**config.mk**
```make
export PLATFORM = sky130hd
export DESIGN_NAME = bridge_sequencer_flat
export DESIGN_NICKNAME = d
export VERILOG_FILES = /design/src/rtl/bridge_sequencer_if.sv /design/src/rtl/bridge_sequencer.sv /design/src/flat_wrapper.sv
export SDC_FILE = /design/constraint.sdc
export NUM_CORES = 1
export LEC_CHECK = 0
export CORE_MARGIN = 10
export CORE_UTILIZATION = 56
export CTS_CLUSTER_DIAMETER = 50
export DETAILED_ROUTE_END_ITERATION = 10
export PLACE_DENSITY = 0.88
export SYNTH_ARGS = -nofsm -noshare
export SYNTH_HDL_FRONTEND = slang
export SYNTH_SLANG_ARGS = --single-unit
```
**constraint.sdc**
```tcl
create_clock -name clk_i -period 4.2 [get_ports clk_i]
set_input_delay 1.05 -clock clk_i [delete_from_list [all_inputs] [get_ports clk_i]]
set_output_delay 1.05 -clock clk_i [all_outputs]
set_load 0.01 [all_outputs]
```
**src/rtl/bridge_sequencer_if.sv**
```systemverilog
// Gate sequencer configuration, status and gate-drive signals between the SoC
// register block (master) and the full-bridge sequencer (slave).
interface bridge_sequencer_if #(
  parameter int unsigned HALF_W = 12,
  parameter int unsigned DEAD_W = 8,
  parameter int unsigned CNT_W  = 16
);
  logic              enable_i;
  logic [HALF_W-1:0] half_period_i;
  logic [DEAD_W-1:0] dead_time_i;
  logic [CNT_W-1:0]  max_cycles_i;
  logic              zcs_mode_i;
  logic              zcs_i;
  logic              over_temp_i;
  logic              fault_clear_i;
  logic              gate_a_o;
  logic              gate_b_o;
  logic              busy_o;
  logic              fault_o;
  logic [CNT_W-1:0]  cycle_count_o;

  modport master (
    output enable_i, half_period_i, dead_time_i, max_cycles_i, zcs_mode_i,
           zcs_i, over_temp_i, fault_clear_i,
    input  gate_a_o, gate_b_o, busy_o, fault_o, cycle_count_o
  );

  modport slave (
    input  enable_i, half_period_i, dead_time_i, max_cycles_i, zcs_mode_i,
           zcs_i, over_temp_i, fault_clear_i,
    output gate_a_o, gate_b_o, busy_o, fault_o, cycle_count_o
  );
endinterface

```
**src/rtl/bridge_sequencer.sv**
```systemverilog
// Full-bridge diagonal gate sequencer: dead-time insertion, burst cycle counting,
// optional zero-current-switching half-cycle termination and latched over-temp shutdown.
module bridge_sequencer #(
  parameter int unsigned HALF_W = 12,
  parameter int unsigned DEAD_W = 8,
  parameter int unsigned CNT_W  = 16,
  parameter int unsigned MIN_ON = 16
) (
  input  logic              clk_i,
  input  logic              reset_i,
  bridge_sequencer_if.slave bus
);

  localparam int unsigned CW = ((HALF_W > DEAD_W) ? HALF_W : DEAD_W) + 1;

  typedef enum logic [2:0] {IDLE, DEAD_A, DRIVE_A, DEAD_B, DRIVE_B, FAULT} state_t;

  state_t            state;
  logic [HALF_W-1:0] cnt;
  logic [HALF_W-1:0] drive_last_s;
  logic [DEAD_W-1:0] dead_last_s;
  logic [CNT_W-1:0]  max_s;
  logic              zcs_s;
  logic              armed;
  logic              zcs_d1, zcs_d2;

  logic [DEAD_W-1:0] d_eff;
  logic [CW-1:0]     h_ext, d_ext;
  logic              start_ok, zcs_end, drive_done, dead_done, burst_end;
  logic [CNT_W-1:0]  count_next;

  always_comb begin
    d_eff      = (bus.dead_time_i == '0) ? DEAD_W'(1) : bus.dead_time_i;
    h_ext      = CW'(bus.half_period_i);
    d_ext      = CW'(d_eff);
    start_ok   = bus.enable_i && armed && (h_ext > d_ext);
    // cnt at the edge after the sampled rise equals the on-time at the sample
    zcs_end    = zcs_s && zcs_d1 && !zcs_d2 && (32'(cnt) >= MIN_ON);
    drive_done = (cnt == drive_last_s) || zcs_end;
    dead_done  = (CW'(cnt) == CW'(dead_last_s));
    count_next = (bus.cycle_count_o == '1) ? bus.cycle_count_o
                                           : bus.cycle_count_o + CNT_W'(1);
    burst_end  = !bus.enable_i || ((max_s != '0) && (count_next == max_s));
  end

  always_ff @(posedge clk_i) begin
    if (reset_i) begin
      state             <= IDLE;
      cnt               <= '0;
      drive_last_s      <= '0;
      dead_last_s       <= '0;
      max_s             <= '0;
      zcs_s             <= 1'b0;
      armed             <= 1'b1;
      zcs_d1            <= 1'b0;
      zcs_d2            <= 1'b0;
      bus.gate_a_o      <= 1'b0;
      bus.gate_b_o      <= 1'b0;
      bus.busy_o        <= 1'b0;
      bus.fault_o       <= 1'b0;
      bus.cycle_count_o <= '0;
    end else begin
      zcs_d1 <= bus.zcs_i;
      zcs_d2 <= zcs_d1;
      if (bus.over_temp_i) begin
        state        <= FAULT;
        bus.gate_a_o <= 1'b0;
        bus.gate_b_o <= 1'b0;
        bus.busy_o   <= 1'b0;
        bus.fault_o  <= 1'b1;
        armed        <= 1'b0;
      end else begin
        if (!bus.enable_i) armed <= 1'b1;
        case (state)
          IDLE: begin
            bus.gate_a_o <= 1'b0;
            bus.gate_b_o <= 1'b0;
            if (start_ok) begin
              drive_last_s      <= HALF_W'(h_ext - d_ext - CW'(1));
              dead_last_s       <= d_eff - DEAD_W'(1);
              max_s             <= bus.max_cycles_i;
              zcs_s             <= bus.zcs_mode_i;
              bus.cycle_count_o <= '0;
              bus.busy_o        <= 1'b1;
              cnt               <= '0;
              state             <= DEAD_A;
            end
          end
          DEAD_A, DEAD_B: begin
            if (dead_done) begin
              cnt <= '0;
              if (state == DEAD_A) begin
                bus.gate_a_o <= 1'b1;
                state        <= DRIVE_A;
              end else begin
                bus.gate_b_o <= 1'b1;
                state        <= DRIVE_B;
              end
            end else begin
              cnt <= cnt + HALF_W'(1);
            end
          end
          DRIVE_A: begin
            if (drive_done) begin
              bus.gate_a_o <= 1'b0;
              cnt          <= '0;
              state        <= DEAD_B;
            end else begin
              cnt <= cnt + HALF_W'(1);
            end
          end
          DRIVE_B: begin
            if (drive_done) begin
              bus.gate_b_o      <= 1'b0;
              bus.cycle_count_o <= count_next;
              cnt               <= '0;
              if (burst_end) begin
                bus.busy_o <= 1'b0;
                state      <= IDLE;
              end else begin
                state      <= DEAD_A;
              end
            end else begin
              cnt <= cnt + HALF_W'(1);
            end
          end
          FAULT: begin
            if (bus.fault_clear_i) begin
              bus.fault_o <= 1'b0;
              state       <= IDLE;
            end
          end
          default: state <= IDLE;
        endcase
      end
    end
  end

endmodule

```
**src/flat_wrapper.sv**
```systemverilog
// flat-port wrapper written by rule: the top's interface ports become plain ports
module bridge_sequencer_flat 
#(
  parameter int unsigned HALF_W = 12,
  parameter int unsigned DEAD_W = 8,
  parameter int unsigned CNT_W  = 16,
  parameter int unsigned MIN_ON = 16
)
  (clk_i, reset_i, bus_enable_i, bus_half_period_i, bus_dead_time_i, bus_max_cycles_i, bus_zcs_mode_i, bus_zcs_i, bus_over_temp_i, bus_fault_clear_i, bus_gate_a_o, bus_gate_b_o, bus_busy_o, bus_fault_o, bus_cycle_count_o);
  bridge_sequencer_if #(.HALF_W(HALF_W), .DEAD_W(DEAD_W), .CNT_W(CNT_W)) bus_i ();
  input  logic clk_i;
  input  logic reset_i;
  input wire logic [$bits(bus_i.enable_i)-1:0] bus_enable_i;
  input wire logic [$bits(bus_i.half_period_i)-1:0] bus_half_period_i;
  input wire logic [$bits(bus_i.dead_time_i)-1:0] bus_dead_time_i;
  input wire logic [$bits(bus_i.max_cycles_i)-1:0] bus_max_cycles_i;
  input wire logic [$bits(bus_i.zcs_mode_i)-1:0] bus_zcs_mode_i;
  input wire logic [$bits(bus_i.zcs_i)-1:0] bus_zcs_i;
  input wire logic [$bits(bus_i.over_temp_i)-1:0] bus_over_temp_i;
  input wire logic [$bits(bus_i.fault_clear_i)-1:0] bus_fault_clear_i;
  output wire logic [$bits(bus_i.gate_a_o)-1:0] bus_gate_a_o;
  output wire logic [$bits(bus_i.gate_b_o)-1:0] bus_gate_b_o;
  output wire logic [$bits(bus_i.busy_o)-1:0] bus_busy_o;
  output wire logic [$bits(bus_i.fault_o)-1:0] bus_fault_o;
  output wire logic [$bits(bus_i.cycle_count_o)-1:0] bus_cycle_count_o;
  assign bus_i.enable_i = bus_enable_i;
  assign bus_i.half_period_i = bus_half_period_i;
  assign bus_i.dead_time_i = bus_dead_time_i;
  assign bus_i.max_cycles_i = bus_max_cycles_i;
  assign bus_i.zcs_mode_i = bus_zcs_mode_i;
  assign bus_i.zcs_i = bus_zcs_i;
  assign bus_i.over_temp_i = bus_over_temp_i;
  assign bus_i.fault_clear_i = bus_fault_clear_i;
  assign bus_gate_a_o = bus_i.gate_a_o;
  assign bus_gate_b_o = bus_i.gate_b_o;
  assign bus_busy_o = bus_i.busy_o;
  assign bus_fault_o = bus_i.fault_o;
  assign bus_cycle_count_o = bus_i.cycle_count_o;
  bridge_sequencer #(.HALF_W(HALF_W), .DEAD_W(DEAD_W), .CNT_W(CNT_W), .MIN_ON(MIN_ON)) u_core (.clk_i(clk_i), .reset_i(reset_i), .bus(bus_i));
endmodule
```
# After elaboration in Yosys (flattened, before gate mapping)
# Index checks and enable logic that the tools add are counted.
[totals]
register_bits = 75
output_inout_bits = 20
[op_classes]
add_sub_neg = 5
magnitude_cmp = 2
eq_ne = 23
n_mux = 34
bitwise = 1
n_reduce_logical = 31
[ops]
columns = ["cell", "count"]
rows = [
  ["$mux W16", 3],
  ["$mux W12", 3],
  ["$pmux W12 S3", 1],
  ["$pmux W16 S2", 1],
  ["$mux W3", 7],
  ["$add A16 B1 Y16 const B", 1],
  ["$eq A16 B16 Y1", 1],
  ["$eq A16 B16 Y1 const B", 1],
  ["$reduce_and A4 Y1", 4],
  ["$reduce_bool A16 Y1", 1],
  ["$pmux W3 S5", 1],
  ["$mux W1", 14],
  ["$ne A2 B1 Y1 const B", 7],
  ["$add A12 B1 Y12 const B", 1],
  ["$eq A12 B12 Y1", 1],
  ["$eq A12 B8 Y1", 1],
  ["$ge A12 B5 Y1 const B", 1],
  ["$gt A12 B8 Y1", 1],
  ["$ne A3 B2 Y1 const B", 4],
  ["$sub A12 B1 Y12 const B", 1],
  ["$sub A12 B8 Y12", 1],
  ["$reduce_and A5 Y1", 2],
  ["$reduce_bool A3 Y1", 3],
  ["$logic_not A8 Y1", 1],
  ["other kinds (18)", 34],
]

# Depth between registers and ports, before layout
[depth]
ltp_word = 9
ltp_mapped = 14

# Worst setup path after synthesis
# Ideal clock, no wire load.
[synth_timing]
path_kind = "input port to flip-flop"
start = "input bus_dead_time_i[6]"
end = "register u_core.max_s[10]"
setup_time_ns = 0.128
arrival_time_ns = 3.461
slack_ns = 0.612
cell_stages = 14
path_buffers = 2
cell_sequence = "nor4_1 -> a41oi_1 -> inv_1 -> ha_1 -> nand4_1 -> nor2_1 -> or2_2 -> o22a_1 -> and2_0 -> nor2_1 -> buf_4 -> buf_4 -> mux2i_1 -> nor2_1"
[synth_via]
elab_chain_len = 5
[synth_rtl]
columns = ["element", "line", "text"]
rows = [
  ["from (decl)", "flat_wrapper.sv:15", "input wire logic [$bits(bus_i.dead_time_i)-1:0] bus_dead_time_i;"],
  ["$logic_not A8 Y1", "bridge_sequencer.sv:33", "d_eff = (bus.dead_time_i == '0) ? DEAD_W'(1) : bus.dead_time_i;"],
  ["$mux W8 *", "bridge_sequencer.sv:33", ""],
  ["$gt A12 B8 Y1 *", "bridge_sequencer.sv:36", "start_ok = bus.enable_i && armed && (h_ext > d_ext);"],
  ["$logic_and A1 B1 Y1 *", "bridge_sequencer.sv:36", ""],
  ["$reduce_and A3 Y1 (no source line) *", "-", ""],
  ["to (signal assigned)", "bridge_sequencer.sv:81", "max_s <= bus.max_cycles_i;"],
  ["to (decl)", "bridge_sequencer.sv:22", "logic [CNT_W-1:0] max_s;"],
]
# Every way passes the cells marked *; elsewhere a longest branch is shown, timed or not.
# A chain may end at the register's enable or synchronous reset.

# Final worst setup path
[layout_timing]
start = "input bus_dead_time_i[5]"
end = "register u_core.drive_last_s[9]"
[layout_via]
elab_chain_len = 5
[layout_rtl]
columns = ["element", "line", "text"]
rows = [
  ["$logic_not A8 Y1", "bridge_sequencer.sv:33", ""],
  ["$mux W8 *", "bridge_sequencer.sv:33", ""],
  ["parallel branches: the longest is 3 deep, another holds $sub A12 B8 Y12", "-", ""],
  ["to (signal assigned)", "bridge_sequencer.sv:79", "drive_last_s <= HALF_W'(h_ext - d_ext - CW'(1));"],
  ["to (decl)", "bridge_sequencer.sv:20", "logic [HALF_W-1:0] drive_last_s;"],
]
# Mark *: on every way between the ends.

==> summary.md <==
| Metric | Value |
|---|---|
| Initial antenna violation count | `0` |
| Sw frac | `30.40%` |
| Vias in the first global route | `4604` |
| IO Pins | `63` |
| Wire per inst | `18.73 um` |
| Register area share after synthesis | `31.23%` |
| PortBufs | `62` |
| Syn nets | `656` |
| Post-CTS Setup Repair Bufs | `0` |
| Cells after DPL | `750` |
| Hold Crit Class | `reg -> reg` |
| DR iter-0 viols | `503` |
| Total number of vias | `4858` |
| Power Dens Cells | `333.3 mW/mm^2` |
| Asr flop ratio synth | `0%` |
| Hold path cells | `1` |
| EDFF count, synth | `0` |
| Clock transition at the registers of the reported paths | `0.09 ns` |
| Worst r2r path cells | `9` |
| Measured slew at the worst slew-check pin | `0.6914 ns` |
| Drt first pass iters | `6` |
| Starting density of the core | `57.92%` |
| TritonCTS Buffers | `9` |
| Die height | `112.7 um` |
| Crit path launch type | `primary input` |
| CORE AREA | `0.008299 mm^2` |
| Arrival @ worst endpoint | `4.20 ns` |
| Fmax | `0.2555 GHz` |
| Hold path start | `u_core.zcs_d1$_SDFF_PP0_` |
| FF+latch count, synth | `75` |
| Post-route insts no fill | `766` |
| Latest clock arrival within the worst-skew pair | `0.36 ns` |
| Final setup fails | `0` |
| Worst flop-to-flop path endpoint | `u_core.state[0]$_SDFFE_PP0P_` |
| Routed Antenna Nets | `0` |
| DRC viols | `0` |
| Mean Syn Cell Area | `8.025 um^2` |
| Crit-path max FO | `5` |
| GRT Residual Overflow | `0` |
| Routed WL | `14350 um` |
| R2R Setup Slk | `0.67 ns` |
| Die area | `0.01269 mm^2` |
| Synth cell types | `67` |
| Flop pwr share | `40.9%` |
| WHS | `0.4681 ns` |
| First-pass GRT wire length | `23140 um` |
| Root buf cell | `clkbuf_8` |
| Diodes inserted | `0` |
| Clock sinks | `75` |
| Outcome | `finished clean` |
| Final min period | `3.914 ns` |
| Worst R2R Start | `u_core.bus.cycle_count_o[1]$_SDFFE_PP0P_` |
| Top FF cell, synth | `dfxtp_1` |
| Synth Instances | `599` |
| Design Area, Final | `0.005797 mm^2` |
| Hold Path End | `u_core.zcs_d2$_SDFF_PP0_` |
| P_int | `0.001345 W` |
| Critical Path End Type | `flop` |
| Final Wtd Congestion | `0.9613` |
| Critical path class | `in -> reg` |
| Place WS | `-0.06357 ns` |
| Slew Limit Fails | `0` |
| Worst rel slew slack | `53.90%` |
| VDD IR max | `0.2103 mV` |
| RSZ-0062 raised after global routing | `false` |
| Largest net degree at the start of global routing | `36` |
| Final Net Count | `713` |
| Placement Cell Area | `0.005545 mm^2` |
| Vias per cell | `6.342` |
| Gr usage total | `21.71%` |
| Synthesized area | `0.004807 mm^2` |
| Psw | `0.0005873 W` |
| DP HPWL | `10660 um` |
| Warnings, synthesis | `0` |
| Leakage power | `2.161 nW` |
| Final Hold Vio Count | `0` |
| CTS tree | `done` |
| Max H-tree Level | `3` |
| Area growth from synthesis to layout | `20.59%` |
| Layout cell share with drive strength beyond 1 | `7.564%` |
| Layout Skew | `0.01207 ns` |
| Die Wd | `112.7 um` |
| Row count | `33` |
| Maximum Capacitance Violations | `0` |
| Clock power share | `36.2%` |
| Worst Setup Slack, final | `0.2856 ns` |
| CP Data Required Time | `4.48 ns` |
| Clock Path Buffers | `2` |
| Combinational share of power | `23.0%` |
| Period utilization | `93.20%` |
-- power groups by stage --
stage | sequential (W) | clock [W] | combinational [W]
3_5_place_dp | 0.000804 | 0 | 0.000425
3_3_place_gp | 0.000801 | 0 | 0.000406
2_1_floorplan | 0.000786 | 0 | 0.000295
6_report | 0.000789 | 0.000699 | 0.000444
5_1_grt | 0.000794 | 0.000726 | 0.000477
4_1_cts | 0.000787 | 0.000698 | 0.000432
-- stage by stage --
| stage | total power [W] | util (%) | setup TNS, ns |
|---|---|---|---|
| 4_1_cts | 0.001917 | 69.80 | 0 |
| 6_report | 0.001932 | 69.85 | 0 |
| 2_1_floorplan | 0.001081 | - | 0 |
| 3_3_place_gp | 0.001207 | 66.82 | 0 |
| 3_5_place_dp | 0.001229 | 66.82 | -0.08301 |
| 5_1_grt | 0.001996 | 69.85 | 0 |
-- placed cells by master, fill, tap and decap left out, types with 3 or more instances in the layout --
| master | netlist | layout |
|---|---|---|
| inv_1 | 22 | 22 |
| a311oi_1 | 3 | 3 |
| nor3_1 | 14 | 14 |
| and3_1 | 7 | 7 |
| clkbuf_8 | 0 | 9 |
| a211oi_1 | 17 | 17 |
| o211ai_1 | 9 | 9 |
| a41oi_1 | 3 | 3 |
| xor2_1 | 30 | 30 |
| nor3b_1 | 3 | 3 |
| a21o_1 | 9 | 9 |
| nand2_1 | 33 | 33 |
| clkdlybuf4s50_1 | 0 | 61 |
| o21ai_0 | 30 | 30 |
| a21oi_1 | 38 | 38 |
| ha_1 | 13 | 13 |
| mux2i_1 | 28 | 28 |
| buf_4 | 4 | 17 |
| nand3_1 | 21 | 21 |
| nand4_1 | 14 | 14 |
| or3_1 | 8 | 8 |
| bufinv_16 | 0 | 3 |
| nor2b_1 | 5 | 5 |
| nor4_1 | 19 | 19 |
| dfxtp_1 | 75 | 75 |
| o31ai_1 | 4 | 4 |
| xnor2_1 | 25 | 25 |
| a22oi_1 | 3 | 3 |
| nor2_1 | 73 | 72 |
| a31oi_1 | 9 | 9 |
| or4_1 | 5 | 5 |
| nand2b_1 | 4 | 4 |
-- Yosys cell counts, drive strengths merged, types with 15 or more instances --
cell type,n,area share (%)
buf,16,2.2
mux2i,28,5.8
nand3,21,2.2
clkbuf,18,1.4
dfxtp,75,31
nor4,19,2.5
nand2,33,2.6
nand4,15,2.1
nor3,16,2.0
xnor2,25,4.6
o21ai,31,3.2
inv,22,1.7
a21oi,38,4.0
a211oi,17,2.7
nor2,74,5.8
xor2,30,5.5
-- flip-flops by register name (all words and copies together), names as in the netlist --
name and flops:
u_core.armed 1, u_core.bus.busy_o 1, u_core.bus.cycle_count_o 16, u_core.bus.fault_o 1, u_core.bus.gate_a_o 1, u_core.bus.gate_b_o 1, u_core.cnt 12, u_core.dead_last_s 8
u_core.drive_last_s 12, u_core.max_s 16, u_core.state 3, u_core.zcs_d1 1, u_core.zcs_d2 1, u_core.zcs_s 1
-- worst max-delay path, cell delays in order --
cell and delay (ns):
clkdlybuf4s50_1 0.44, nor4_1 0.36, a41oi_1 0.28, ha_1 0.29, a21o_1 0.19, a21o_1 0.21
a2111o_1 0.43, a31oi_1 0.38, nor2b_1 0.22, xnor2_1 0.09, a211oi_1 0.23
-- routing by layer --
layer,vias to the layer above,share of wire [%],GRT usage (%)
li1,2289,-,-
met1,2257,43,28.60
met2,277,46,34.49
met3,35,9.4,5.272
met4,0,1.6,5.838
met5,-,0,0
-- how the worst max path moves through the flow --
stage / from / end / slack [ns] / cells after the start
floorplan: bus_dead_time_i[6] / u_core.max_s[10]$_SDFFE_PP0P_ / 0.61 / 14
global placement: bus_dead_time_i[6] / u_core.drive_last_s[9]$_SDFFE_PP0P_ / 0.02 / 11
detailed placement: bus_dead_time_i[5] / u_core.drive_last_s[9]$_SDFFE_PP0P_ / -0.06 / 11
CTS: bus_dead_time_i[5] / u_core.drive_last_s[9]$_SDFFE_PP0P_ / 0.32 / 11
global route: bus_dead_time_i[5] / u_core.cnt[1]$_SDFFE_PP0P_ / 0.04 / 14
finish: bus_dead_time_i[5] / u_core.drive_last_s[9]$_SDFFE_PP0P_ / 0.29 / 11
-- cells by family (layout without fill, tap and decap cells) --
| logic type | after synthesis | in the layout | share of synthesized area [%] |
|---|---|---|---|
| AND/OR/NAND/NOR | 225 | 225 | 24.13 |
| buffers and inverters | 58 | 120 | 5.622 |
| adder cells (fa/ha/maj) | 14 | 14 | 3.800 |
| multiplexers | 28 | 28 | 5.830 |
| XOR/XNOR | 55 | 55 | 10.02 |
| AO/OA/AOI/OAI | 144 | 144 | 19.36 |
| flip-flops | 75 | 75 | 31.23 |
-- cell type report --
| cell class | instances | area (um^2) |
|---|---|---|
| repair buffers | 81 | 783.3 |
| flip-flops and latches | 75 | 1501 |
| multi-input cells | 466 | 3047 |
| inverters | 23 | 86.33 |
| clock buffers | 9 | 123.9 |
| clock inverters | 7 | 123.9 |
| well taps | 105 | 131.4 |
| fillers | 650 | 2502 |
-- what timing repair did --
item | CTS | global route
setup endpoints to repair | 0 | 12
gates resized for setup | 0 | 1
hold buffers | 0 | 0
No activity file was read; power rests on OpenSTA's default activity.
